File: src/rtl/dma_pkg.sv
// Shared definitions for the strided surface/line DMA engines (reader and writer).
package dma_pkg;

  // AXI4 encodings used by the DMA masters
  localparam logic [1:0] AXI_BURST_INCR = 2'b01;
  localparam logic [1:0] AXI_RESP_OKAY  = 2'b00;

  // Beat counts go up to 256, so they need one bit more than AWLEN
  localparam int BEAT_W = 9;

  // Write-side sequencing states
  typedef enum logic [2:0] {
    ST_IDLE,
    ST_AW,
    ST_W,
    ST_WAIT_B,
    ST_DONE
  } dma_state_t;

  // Number of whole pixels between an aligned address and the next 4KB page
  function automatic logic [12:0] beats_to_4k(input logic [11:0] page_off,
                                              input int unsigned pix_shift);
    logic [12:0] bytes_left;
    bytes_left = 13'h1000 - {1'b0, page_off};
    return bytes_left >> pix_shift;
  endfunction

endpackage

File: src/rtl/dma_addr_gen.sv
// Walks the ch_grp / h / w traversal of a strided surface and hands out one
// burst (address + beat count) at a time, never crossing a line or a 4KB page.
module dma_addr_gen
  import dma_pkg::*;
#(
  parameter int AXI_ADDR_W  = 32,
  parameter int DIM_W       = 16,
  parameter int MAX_BURST   = 16,
  parameter int PIXEL_BYTES = 32
) (
  input  logic                  clk,
  input  logic                  rst,
  input  logic                  init,
  input  logic                  advance,
  input  logic [AXI_ADDR_W-1:0] cfg_base,
  input  logic [AXI_ADDR_W-1:0] cfg_surf_strd,
  input  logic [AXI_ADDR_W-1:0] cfg_line_strd,
  input  logic [DIM_W-1:0]      cfg_win,
  input  logic [DIM_W-1:0]      cfg_hin,
  input  logic [DIM_W-1:0]      cfg_chgrp,
  output logic [AXI_ADDR_W-1:0] burst_addr,
  output logic [BEAT_W-1:0]     burst_beats,
  output logic                  last_burst
);

  localparam int PIX_SHIFT = $clog2(PIXEL_BYTES);
  localparam int CMP_W     = (DIM_W > 13) ? DIM_W : 13;

  logic [AXI_ADDR_W-1:0] surf_strd;
  logic [AXI_ADDR_W-1:0] line_strd;
  logic [DIM_W-1:0]      win;
  logic [DIM_W-1:0]      hin;
  logic [DIM_W-1:0]      chgrp;

  logic [DIM_W-1:0]      cg_cnt;
  logic [DIM_W-1:0]      h_cnt;
  logic [DIM_W-1:0]      w_cnt;
  logic [AXI_ADDR_W-1:0] surf_addr;
  logic [AXI_ADDR_W-1:0] line_addr;
  logic [AXI_ADDR_W-1:0] cur_addr;

  logic [CMP_W-1:0]      rem_pix;
  logic [CMP_W-1:0]      page_beats;
  logic [CMP_W-1:0]      max_beats;
  logic [CMP_W-1:0]      min_beats;
  logic [DIM_W:0]        w_next;
  logic [AXI_ADDR_W-1:0] step;
  logic                  line_end;
  logic                  grp_end;
  logic                  job_end;

  // Burst size is the smallest of: pixels left in the line, the burst cap, room left in the 4KB page
  always_comb begin
    rem_pix    = CMP_W'(win - w_cnt);
    page_beats = CMP_W'(beats_to_4k(cur_addr[11:0], PIX_SHIFT));
    max_beats  = CMP_W'(MAX_BURST);
    min_beats  = (rem_pix < max_beats) ? rem_pix : max_beats;
    if (page_beats < min_beats) begin
      min_beats = page_beats;
    end
    w_next   = {1'b0, w_cnt} + (DIM_W + 1)'(min_beats);
    step     = AXI_ADDR_W'(min_beats) << PIX_SHIFT;
    line_end = (w_next == {1'b0, win});
    grp_end  = line_end && (h_cnt == hin - DIM_W'(1));
    job_end  = grp_end && (cg_cnt == chgrp - DIM_W'(1));
  end

  assign burst_addr  = cur_addr;
  assign burst_beats = min_beats[BEAT_W-1:0];
  assign last_burst  = job_end;

  // Latch the job geometry on init, then step to the next burst each time one is issued
  always_ff @(posedge clk) begin
    if (rst) begin
      surf_strd <= '0;
      line_strd <= '0;
      win       <= '0;
      hin       <= '0;
      chgrp     <= '0;
      cg_cnt    <= '0;
      h_cnt     <= '0;
      w_cnt     <= '0;
      surf_addr <= '0;
      line_addr <= '0;
      cur_addr  <= '0;
    end else if (init) begin
      surf_strd <= cfg_surf_strd;
      line_strd <= cfg_line_strd;
      win       <= cfg_win;
      hin       <= cfg_hin;
      chgrp     <= cfg_chgrp;
      cg_cnt    <= '0;
      h_cnt     <= '0;
      w_cnt     <= '0;
      surf_addr <= cfg_base;
      line_addr <= cfg_base;
      cur_addr  <= cfg_base;
    end else if (advance) begin
      if (!line_end) begin
        w_cnt    <= w_next[DIM_W-1:0];
        cur_addr <= cur_addr + step;
      end else begin
        w_cnt <= '0;
        if (!grp_end) begin
          h_cnt     <= h_cnt + DIM_W'(1);
          line_addr <= line_addr + line_strd;
          cur_addr  <= line_addr + line_strd;
        end else begin
          h_cnt     <= '0;
          cg_cnt    <= cg_cnt + DIM_W'(1);
          surf_addr <= surf_addr + surf_strd;
          line_addr <= surf_addr + surf_strd;
          cur_addr  <= surf_addr + surf_strd;
        end
      end
    end
  end

endmodule

File: src/rtl/mvm_dat_out_wr_dma.sv
// Output write-back DMA: takes Tout-packed result pixels and writes them to DDR
// through an AXI4 write master using the strided surface/line layout.
module mvm_dat_out_wr_dma
  import dma_pkg::*;
#(
  parameter int AXI_ADDR_W      = 32,
  parameter int AXI_DAT_W       = 256,
  parameter int AXI_ID_W        = 4,
  parameter int MAX_BURST       = 16,
  parameter int MAX_OUTSTANDING = 4,
  parameter int DIM_W           = 16
) (
  input  logic                     clk,
  input  logic                     rst,
  input  logic                     start,
  input  logic [AXI_ADDR_W-1:0]    cfg_base,
  input  logic [AXI_ADDR_W-1:0]    cfg_surf_strd,
  input  logic [AXI_ADDR_W-1:0]    cfg_line_strd,
  input  logic [DIM_W-1:0]         cfg_win,
  input  logic [DIM_W-1:0]         cfg_hin,
  input  logic [DIM_W-1:0]         cfg_chgrp,
  input  logic                     s_valid,
  output logic                     s_ready,
  input  logic [AXI_DAT_W-1:0]     s_data,
  output logic                     m_awvalid,
  input  logic                     m_awready,
  output logic [AXI_ADDR_W-1:0]    m_awaddr,
  output logic [7:0]               m_awlen,
  output logic [2:0]               m_awsize,
  output logic [1:0]               m_awburst,
  output logic [AXI_ID_W-1:0]      m_awid,
  output logic                     m_wvalid,
  input  logic                     m_wready,
  output logic [AXI_DAT_W-1:0]     m_wdata,
  output logic [AXI_DAT_W/8-1:0]   m_wstrb,
  output logic                     m_wlast,
  input  logic                     m_bvalid,
  output logic                     m_bready,
  input  logic [1:0]               m_bresp,
  output logic                     busy,
  output logic                     done,
  output logic                     err
);

  localparam int         PIXEL_BYTES = AXI_DAT_W / 8;
  localparam int         OUT_W       = $clog2(MAX_OUTSTANDING + 1);
  localparam logic [2:0] AW_SIZE     = 3'($clog2(PIXEL_BYTES));

  dma_state_t         state;
  logic [OUT_W-1:0]   outstanding;
  logic [BEAT_W-1:0]  beat_cnt;
  logic [BEAT_W-1:0]  burst_len;
  logic               final_burst;
  logic               err_r;

  logic [AXI_ADDR_W-1:0] ag_addr;
  logic [BEAT_W-1:0]     ag_beats;
  logic                  ag_last;
  logic                  ag_init;
  logic                  aw_hs;
  logic                  w_hs;
  logic                  b_hs;
  logic                  beat_is_last;

  dma_addr_gen #(
    .AXI_ADDR_W  (AXI_ADDR_W),
    .DIM_W       (DIM_W),
    .MAX_BURST   (MAX_BURST),
    .PIXEL_BYTES (PIXEL_BYTES)
  ) u_addr_gen (
    .clk           (clk),
    .rst           (rst),
    .init          (ag_init),
    .advance       (aw_hs),
    .cfg_base      (cfg_base),
    .cfg_surf_strd (cfg_surf_strd),
    .cfg_line_strd (cfg_line_strd),
    .cfg_win       (cfg_win),
    .cfg_hin       (cfg_hin),
    .cfg_chgrp     (cfg_chgrp),
    .burst_addr    (ag_addr),
    .burst_beats   (ag_beats),
    .last_burst    (ag_last)
  );

  // Handshake decode and state-driven AXI / stream outputs; W data is a pure passthrough
  always_comb begin
    ag_init      = (state == ST_IDLE) && start;
    beat_is_last = (beat_cnt == burst_len - BEAT_W'(1));

    m_awvalid = (state == ST_AW) && (outstanding < OUT_W'(MAX_OUTSTANDING));
    m_awaddr  = ag_addr;
    m_awlen   = 8'(ag_beats - BEAT_W'(1));
    m_awsize  = AW_SIZE;
    m_awburst = AXI_BURST_INCR;
    m_awid    = '0;

    m_wvalid  = (state == ST_W) && s_valid;
    s_ready   = (state == ST_W) && m_wready;
    m_wdata   = s_data;
    m_wstrb   = '1;
    m_wlast   = (state == ST_W) && beat_is_last;

    m_bready  = (state != ST_IDLE);

    aw_hs = m_awvalid && m_awready;
    w_hs  = m_wvalid && m_wready;
    b_hs  = m_bvalid && m_bready;

    busy = (state != ST_IDLE);
    done = (state == ST_DONE);
    err  = err_r;
  end

  // Job sequencer: issue a burst address, stream its beats, repeat, then drain write responses
  always_ff @(posedge clk) begin
    if (rst) begin
      state       <= ST_IDLE;
      outstanding <= '0;
      beat_cnt    <= '0;
      burst_len   <= '0;
      final_burst <= 1'b0;
      err_r       <= 1'b0;
    end else begin
      if (aw_hs && !b_hs) begin
        outstanding <= outstanding + OUT_W'(1);
      end else if (b_hs && !aw_hs) begin
        outstanding <= outstanding - OUT_W'(1);
      end

      if (b_hs && (m_bresp != AXI_RESP_OKAY)) begin
        err_r <= 1'b1;
      end

      case (state)
        ST_IDLE: begin
          if (start) begin
            err_r <= 1'b0;
            state <= ST_AW;
          end
        end
        ST_AW: begin
          if (aw_hs) begin
            burst_len   <= ag_beats;
            final_burst <= ag_last;
            beat_cnt    <= '0;
            state       <= ST_W;
          end
        end
        ST_W: begin
          if (w_hs) begin
            if (beat_is_last) begin
              state <= final_burst ? ST_WAIT_B : ST_AW;
            end else begin
              beat_cnt <= beat_cnt + BEAT_W'(1);
            end
          end
        end
        ST_WAIT_B: begin
          if (outstanding == '0) begin
            state <= ST_DONE;
          end
        end
        ST_DONE: begin
          state <= ST_IDLE;
        end
        default: begin
          state <= ST_IDLE;
        end
      endcase
    end
  end

endmodule
File: config.mk
export PLATFORM = sky130hd
export DESIGN_NAME = mvm_dat_out_wr_dma
export DESIGN_NICKNAME = d
export VERILOG_FILES = /design/src/rtl/dma_pkg.sv /design/src/rtl/dma_addr_gen.sv /design/src/rtl/mvm_dat_out_wr_dma.sv
export SDC_FILE = /design/constraint.sdc
export NUM_CORES = 1
export LEC_CHECK = 0
export CAP_MARGIN = 10
export CORE_AREA = 2 2 296 298
export DETAILED_ROUTE_END_ITERATION = 8
export DIE_AREA = 0 0 298 300
export GPL_TIMING_DRIVEN = 0
export PLACE_DENSITY = 0.58
export SETUP_SLACK_MARGIN = 0.4
export SLEW_MARGIN = 0
export SYNTH_ARGS = -nofsm -noshare
export SYNTH_HDL_FRONTEND = slang
export SYNTH_SLANG_ARGS = --single-unit
File: constraint.sdc
create_clock -name clk -period 8.2 [get_ports clk]
set_clock_uncertainty 0.05 [all_clocks]
set_input_delay 2.05 -clock clk [delete_from_list [all_inputs] [get_ports clk]]
set_output_delay 2.05 -clock clk [all_outputs]
set_load 0.03 [all_outputs]
Word level (Yosys, flattened, before mapping)
Cells that the tools add are included.

Reduce and logical (&&, ||, !) cells: 32. $lt $le $gt $ge: 3. Multiplexer cells: 31. Add/sub/neg operators: 15. Equal/unequal tests: 14.

Operator list (number): $mux W32 (11); $add A32 B32 Y32 (2); $mux W16 (4); $add A16 B1 Y16 const B (2); $add A32 B21 Y32 (1); $eq A16 B16 Y1 (2); $sub A16 B1 Y16 const B (2); $mux W9 (3); $mux W3 (7); $pmux W9 S2 (1); $add A16 B16 Y17 (1); $eq A17 B16 Y1 (1); $lt A16 B5 Y1 const B (1); $lt A8 B16 Y1 (1); $sub A16 B16 Y16 (1); $logic_and A1 B1 Y1 (13); $sub A13 B12 Y13 const A (1); $ne A2 B2 Y1 const B (6); $pmux W3 S4 (1); $reduce_bool A2 Y1 (6); $add A9 B1 Y9 const B (1); $eq A9 B9 Y1 (1); $sub A9 B1 Y9 const B (1); $sub A8 B1 Y8 const B (1); 16 further kinds (24).

Output and inout bits: 345. Register bits: 282. Input bits: 409.

Depth between registers and ports, before layout
Depth after elaboration: 12. Mapped depth: 35.

Hierarchy
From an unflattened synthesis, not the netlist that was laid out.

Cells, all modules: 2774. Area total of the unflattened synthesis: 22550.4 µm².

By module, submodules not included: dma_addr_gen (area an instance 18656.6 µm², cells an instance 2266, seq. area each 5124.9 µm², instances 1); mvm_dat_out_wr_dma (area an instance 3893.7 µm², cells an instance 508, seq. area each 520.5 µm², instances 1).

Worst setup path before layout
Ideal clock, no wire load.

Kind: flip-flop to flip-flop. Start point: register u_addr_gen.w_cnt[2]. End point: register u_addr_gen.cg_cnt[7]. Cell stages (with the launch flop): 31. Clock period less this slack: 8.444 ns. Library setup time: 0.060 ns. Data required time: 8.090 ns. Path buffers: 2. Setup slack: -0.244 ns. Data arrival time: 8.335 ns. Path through: dfxtp_1 > inv_1 > ha_1 > nor2b_1 > o31a_1 > o21a_1 > a311oi_1 > o22ai_1 > a2111oi_0 > nand4_1 > or2_2 > ha_1 > or4_1 > a21oi_1 > nor3_1 > a21oi_1 > inv_1 > ha_1 > fa_1 > a211oi_2 > o21ai_1 > a311o_1 > nor2b_1 > a2111oi_0 > and4_1 > buf_4 > nand4_4 > or3_1 > buf_2 > or4_1 > nand2_1.

Cells in the longest elaborated chain, start to end: 9.

Ends and longest elaborated chain: from (decl) (RTL line dma_addr_gen.sv:37) `logic [DIM_W-1:0] w_cnt;`; from (signal assigned) (RTL line dma_addr_gen.sv:100) `w_cnt <= w_next[DIM_W-1:0];`; $sub A16 B16 Y16 (*) (RTL line dma_addr_gen.sv:54) `rem_pix = CMP_W'(win - w_cnt);`; $lt A16 B5 Y1 (RTL line dma_addr_gen.sv:57) `min_beats = (rem_pix < max_beats) ? rem_pix : max_beats;`; $mux W16 (*) (RTL line dma_addr_gen.sv:57); $lt A8 B16 Y1 (RTL line dma_addr_gen.sv:58) `if (page_beats < min_beats) begin`; $mux W16 (*) (RTL line dma_addr_gen.sv:58); via ag_beats[0] (RTL line mvm_dat_out_wr_dma.sv:57) `logic [BEAT_W-1:0] ag_beats;`; $add A16 B16 Y17 (*) (RTL line dma_addr_gen.sv:61) `w_next = {1'b0, w_cnt} + (DIM_W + 1)'(min_beats);`; $eq A17 B16 Y1 (*) (RTL line dma_addr_gen.sv:63) `line_end = (w_next == {1'b0, win});`; $logic_and A1 B1 Y1 (RTL line dma_addr_gen.sv:64) `grp_end = line_end && (h_cnt == hin - DIM_W'(1));`; $reduce_and A3 Y1 (no source line) (*); to (signal assigned) (RTL line dma_addr_gen.sv:110) `cg_cnt <= cg_cnt + DIM_W'(1);`; to (decl) (RTL line dma_addr_gen.sv:35) `logic [DIM_W-1:0] cg_cnt;`.

Mark *: on every way through the listed nets, which the timed path passes. The rest lies on a longest branch. A chain may end at the register's enable or synchronous reset.

Worst setup path after layout
Start point: register u_addr_gen.win[0]. End point: register u_addr_gen.cg_cnt[11].

Cells in the longest elaborated chain, start to end: 9.

Ends and longest elaborated chain: from (decl) (RTL line dma_addr_gen.sv:31) `logic [DIM_W-1:0] win;`; from (signal assigned) (RTL line dma_addr_gen.sv:89) `win <= cfg_win;`; $sub A16 B16 Y16 (*) (RTL line dma_addr_gen.sv:54); $lt A16 B5 Y1 (RTL line dma_addr_gen.sv:57); $mux W16 (*) (RTL line dma_addr_gen.sv:57); $lt A8 B16 Y1 (RTL line dma_addr_gen.sv:58); $mux W16 (*) (RTL line dma_addr_gen.sv:58); via ag_beats[0] (RTL line mvm_dat_out_wr_dma.sv:57); $add A16 B16 Y17 (*) (RTL line dma_addr_gen.sv:61); $eq A17 B16 Y1 (*) (RTL line dma_addr_gen.sv:63); $logic_and A1 B1 Y1 (RTL line dma_addr_gen.sv:64); $reduce_and A3 Y1 (no source line) (*).

Marked as above.

==> flow_metrics.py <==
metrics = {
    "sta": {
        "setup_slack_ps": 314,
        "maxSlewViolCount": 0,
        "min_period_ps": 7890,
        "max_freq_mhz": 127,
        "fin_hold_ws_ps": 410,
        "fin_crit_sh_pct": 96.2,
        "hold_viol_final": 0,
        "setup_violations": 0,
        "max-slew-margin-rel_pct": 11.1,
        "worstMarginPinSlew_ps": 1330,
        "rsz0062_at_grt": "yes",
    },
    "yosys": {
        "ys_seq_area_share_pct": 26.8,
        "syn_area_per_cell_sq_um": 7.59,
        "synth_edf_count": 0,
        "async_flop_share_pct": 0,
        "synth_seq_cells": 282,
        "synth.distinct_cells": 91,
        "ys_warn_count": 0,
        "synth-main-ff-cell": "dfxtp_1",
        "synth_cells": 2770,
        "synth_area_sq_um": 21000,
    },
    "setup_path": {
        "worstSetupPathType": "register to register",
        "cp_max_fo": 7,
        "r2r_cells": 32,
        "endpoint_kind": "register",
        "slowest_stage": "or4_4",
        "cp_common_cell": "ha_4",
        "cp_slowest_stage_delay_ps": 570,
        "crit_required_ps": 8650,
        "cp-start-kind": "register",
        "critPathArrivalTime_ps": 8340,
    },
    "global_routing": {
        "grt_use_met1_pct": 23.3,
        "top_usage_layer": "met2",
        "use_met3_pct": 3.92,
        "use_met2_pct": 31.5,
        "track_usage_pct": 18.6,
        "grt_antenna_before_repair": 0,
        "grt_pass1_wl_mm": 127,
        "grt_pass1_vias": 20700,
        "grt_max_degree": 13,
        "overflow": 0,
    },
    "final_layout": {
        "nFillCells": 8987,
        "drive_above_1_share_pct": 20.7,
        "final_common_cell": "clkdlybuf4s50_1",
        "layout_common_cells": "clkdlybuf4s50_1, nand2_1, buf_4, dfxtp_1, a21oi_1",
        "nets": 3952,
        "multi_input_area_sq_um": 13800,
        "register_area_sq_um": 5660,
        "area_growth_pct": 46.3,
        "utilization_pct": 35.7,
    },
    "route": {
        "drt_iter0_drc": 1709,
        "final_antenna_net_count": 0,
        "wl_per_cell_um": 19.7,
        "drc": 0,
        "vias": 22200,
        "drt_wl_total_mm": 90.5,
        "viasPerCell": 4.84,
        "dr.pass1.iters": 6,
    },
    "pwr": {
        "power.leakage_uw": 0.0124,
        "peakVddDrop_v": 0.000124,
        "power.density_nw_per_um2": 211,
    },
    "place": {
        "hpwlAfterDp_mm": 70.3,
        "finalWeightedCongestion": 0.934,
        "portBuffers": 455,
        "dpl_worst_slack_ps": -2150,
    },
    "worst_hold_path": {
        "hp-class": "register to register",
        "hold_depth": 2,
    },
    "clock_tree": {
        "cts_tree": "built",
        "cts_sinks": 282,
        "clkLatencyLatePin_ps": 570,
        "hold_buffers": 0,
        "htree_levels": 2,
        "clk_path_buf_depth": 3,
        "clockRootBuffer": "clkbuf_16",
        "numCtsBuffers": 37,
        "cts.clk_slew.worst_paths_ps": 50,
    },
    "floorplan": {
        "die_x_um": 298,
        "ios": 754,
        "die_area_sq_um": 89400,
        "initial_core_util_pct": 24.4,
        "rows": 108,
        "die_h_um": 300,
        "core_area_sq_um": 86200,
    },
    "status": {
        "status": "finished, final reports clean",
    },
    "run": {
        "maxCapViolations": 0,
    },
}
-- registers in the layout, indices dropped and copies added (netlist names), 16 cells and up --
name,flops
u_addr_gen.burst_addr,32
u_addr_gen.cg_cnt,16
u_addr_gen.chgrp,16
u_addr_gen.h_cnt,16
u_addr_gen.hin,16
u_addr_gen.line_addr,32
u_addr_gen.line_strd,32
u_addr_gen.surf_addr,32
u_addr_gen.surf_strd,32
u_addr_gen.w_cnt,16
u_addr_gen.win,16
-- power by group --
| part | internal, uW | total, uW | switching [uW] |
|---|---|---|---|
| Combinational | 1340 | 3160 | 1820 |
| Sequential | 1490 | 1630 | 141 |
| Clock | 1020 | 1710 | 693 |
| Total | 3850 | 6510 | 2660 |
-- area by class of cell --
type / instances / area share [%]
Inverter: 66 / 0.817
Multi-Input combinational cell: 2057 / 44.9
Antenna cell: 2 / 0.0163
Sequential cell: 282 / 18.4
Tap cell: 1155 / 4.70
Timing Repair Buffer: 550 / 17.6
Clock buffer: 50 / 3.50
Buffer: 421 / 9.49
Clock inverter: 16 / 0.585
-- synthesized netlist by cell type, types with 5 or more instances --
cell / number / share of area (%)
o31ai_1: 8 / 0.29
and3_1: 16 / 0.48
buf_1: 9 / 0.16
nand2b_1: 19 / 0.57
nor2_1: 194 / 3.5
nor2b_1: 16 / 0.48
and4_1: 6 / 0.25
xnor2_1: 125 / 5.2
and2_1: 16 / 0.48
buf_4: 299 / 11
a21o_1: 34 / 1.2
nor4b_1: 7 / 0.29
o21bai_1: 18 / 0.64
or3_1: 18 / 0.54
dfxtp_1: 282 / 27
mux2i_1: 20 / 0.95
nor4_1: 13 / 0.39
buf_2: 7 / 0.17
o21ai_0: 93 / 2.2
nor3_1: 87 / 2.1
clkbuf_1: 106 / 1.9
nand2_1: 423 / 7.5
nand4_1: 29 / 0.86
a211oi_1: 37 / 1.3
o211ai_1: 22 / 0.79
a31o_2: 5 / 0.21
a31oi_1: 27 / 0.80
ha_1: 122 / 7.3
or2_2: 7 / 0.21
o22ai_1: 16 / 0.48
xor2_1: 73 / 3.0
nand3_1: 55 / 1.3
fa_1: 6 / 0.57
a22oi_1: 30 / 1.1
inv_1: 66 / 1.2
a21boi_0: 11 / 0.39
or4_1: 11 / 0.39
a211o_1: 5 / 0.21
nand3b_1: 6 / 0.21
nor3b_1: 8 / 0.29
o21a_1: 21 / 0.75
a2111oi_0: 11 / 0.46
a21oi_1: 290 / 6.9
-- worst max-delay path: cells and delay by family, from the launching register on --
| kind | cells | cell delay [ps] |
|---|---|---|
| simple gates | 10 | 2640 |
| flops | 1 | 360 |
| mux | 1 | 220 |
| fa+ha+maj | 5 | 1100 |
| buf+inv | 5 | 590 |
| compound gates | 10 | 2660 |
| xor+xnor | 1 | 170 |
-- path summary, 6_finish.rpt --
path,start,endpoint,slack (ps)
worst max-delay path,u_addr_gen.win[0]$_SDFFE_PP0P_,u_addr_gen.cg_cnt[11]$_SDFFE_PP0P_,310
worst min-delay path,u_addr_gen.line_strd[17]$_SDFFE_PP0P_,u_addr_gen.line_strd[17]$_SDFFE_PP0P_,410
worst max register to register,u_addr_gen.win[0]$_SDFFE_PP0P_,u_addr_gen.cg_cnt[11]$_SDFFE_PP0P_,310
worst min register to register,u_addr_gen.line_strd[17]$_SDFFE_PP0P_,u_addr_gen.line_strd[17]$_SDFFE_PP0P_,410
-- metrics by stage --
step / cell area [sq um] / total power [uW] / instances / TNS, ps
after floorplan: 21300 / 3450 / 2826 / 0
after global placement: 27300 / 4360 / 4436 / -203280
after detailed placement: 27300 / 4370 / 4436 / -198410
after CTS: 29400 / 6290 / 4546 / 0
after global routing: 30800 / 6830 / 4597 / 0
final: 30800 / 6510 / 4599 / 0
-- logic make-up (layout without fill, tap and decap cells) --
kind of cell	count (synthesis)	count (layout)	synth area share, %
buf+inv	487	1103	14.1
mux	24	24	1.17
xor+xnor	200	200	8.46
other cells	2	60	0.0357
simple gates	952	952	20.9
flops	282	282	26.8
compound gates	695	695	20.7
fa+ha+maj	128	128	7.83
-- layer usage --
layer / wire length [um] / vias up
li1: - / 10700
met1: 37100 / 10400
met2: 42900 / 952
met3: 7130 / 182
met4: 3430 / 0
met5: 0 / -
-- repair_timing --
action / CTS / global route
setup buffers: 42 / 48
resized for setup: 157 / 274
cloned: 2 / 3
endpoints found under the hold margin: 0 / 0
pin swaps: 36 / 97
setup endpoints to repair: 153 / 153
(Power assumes the default switching activity.)
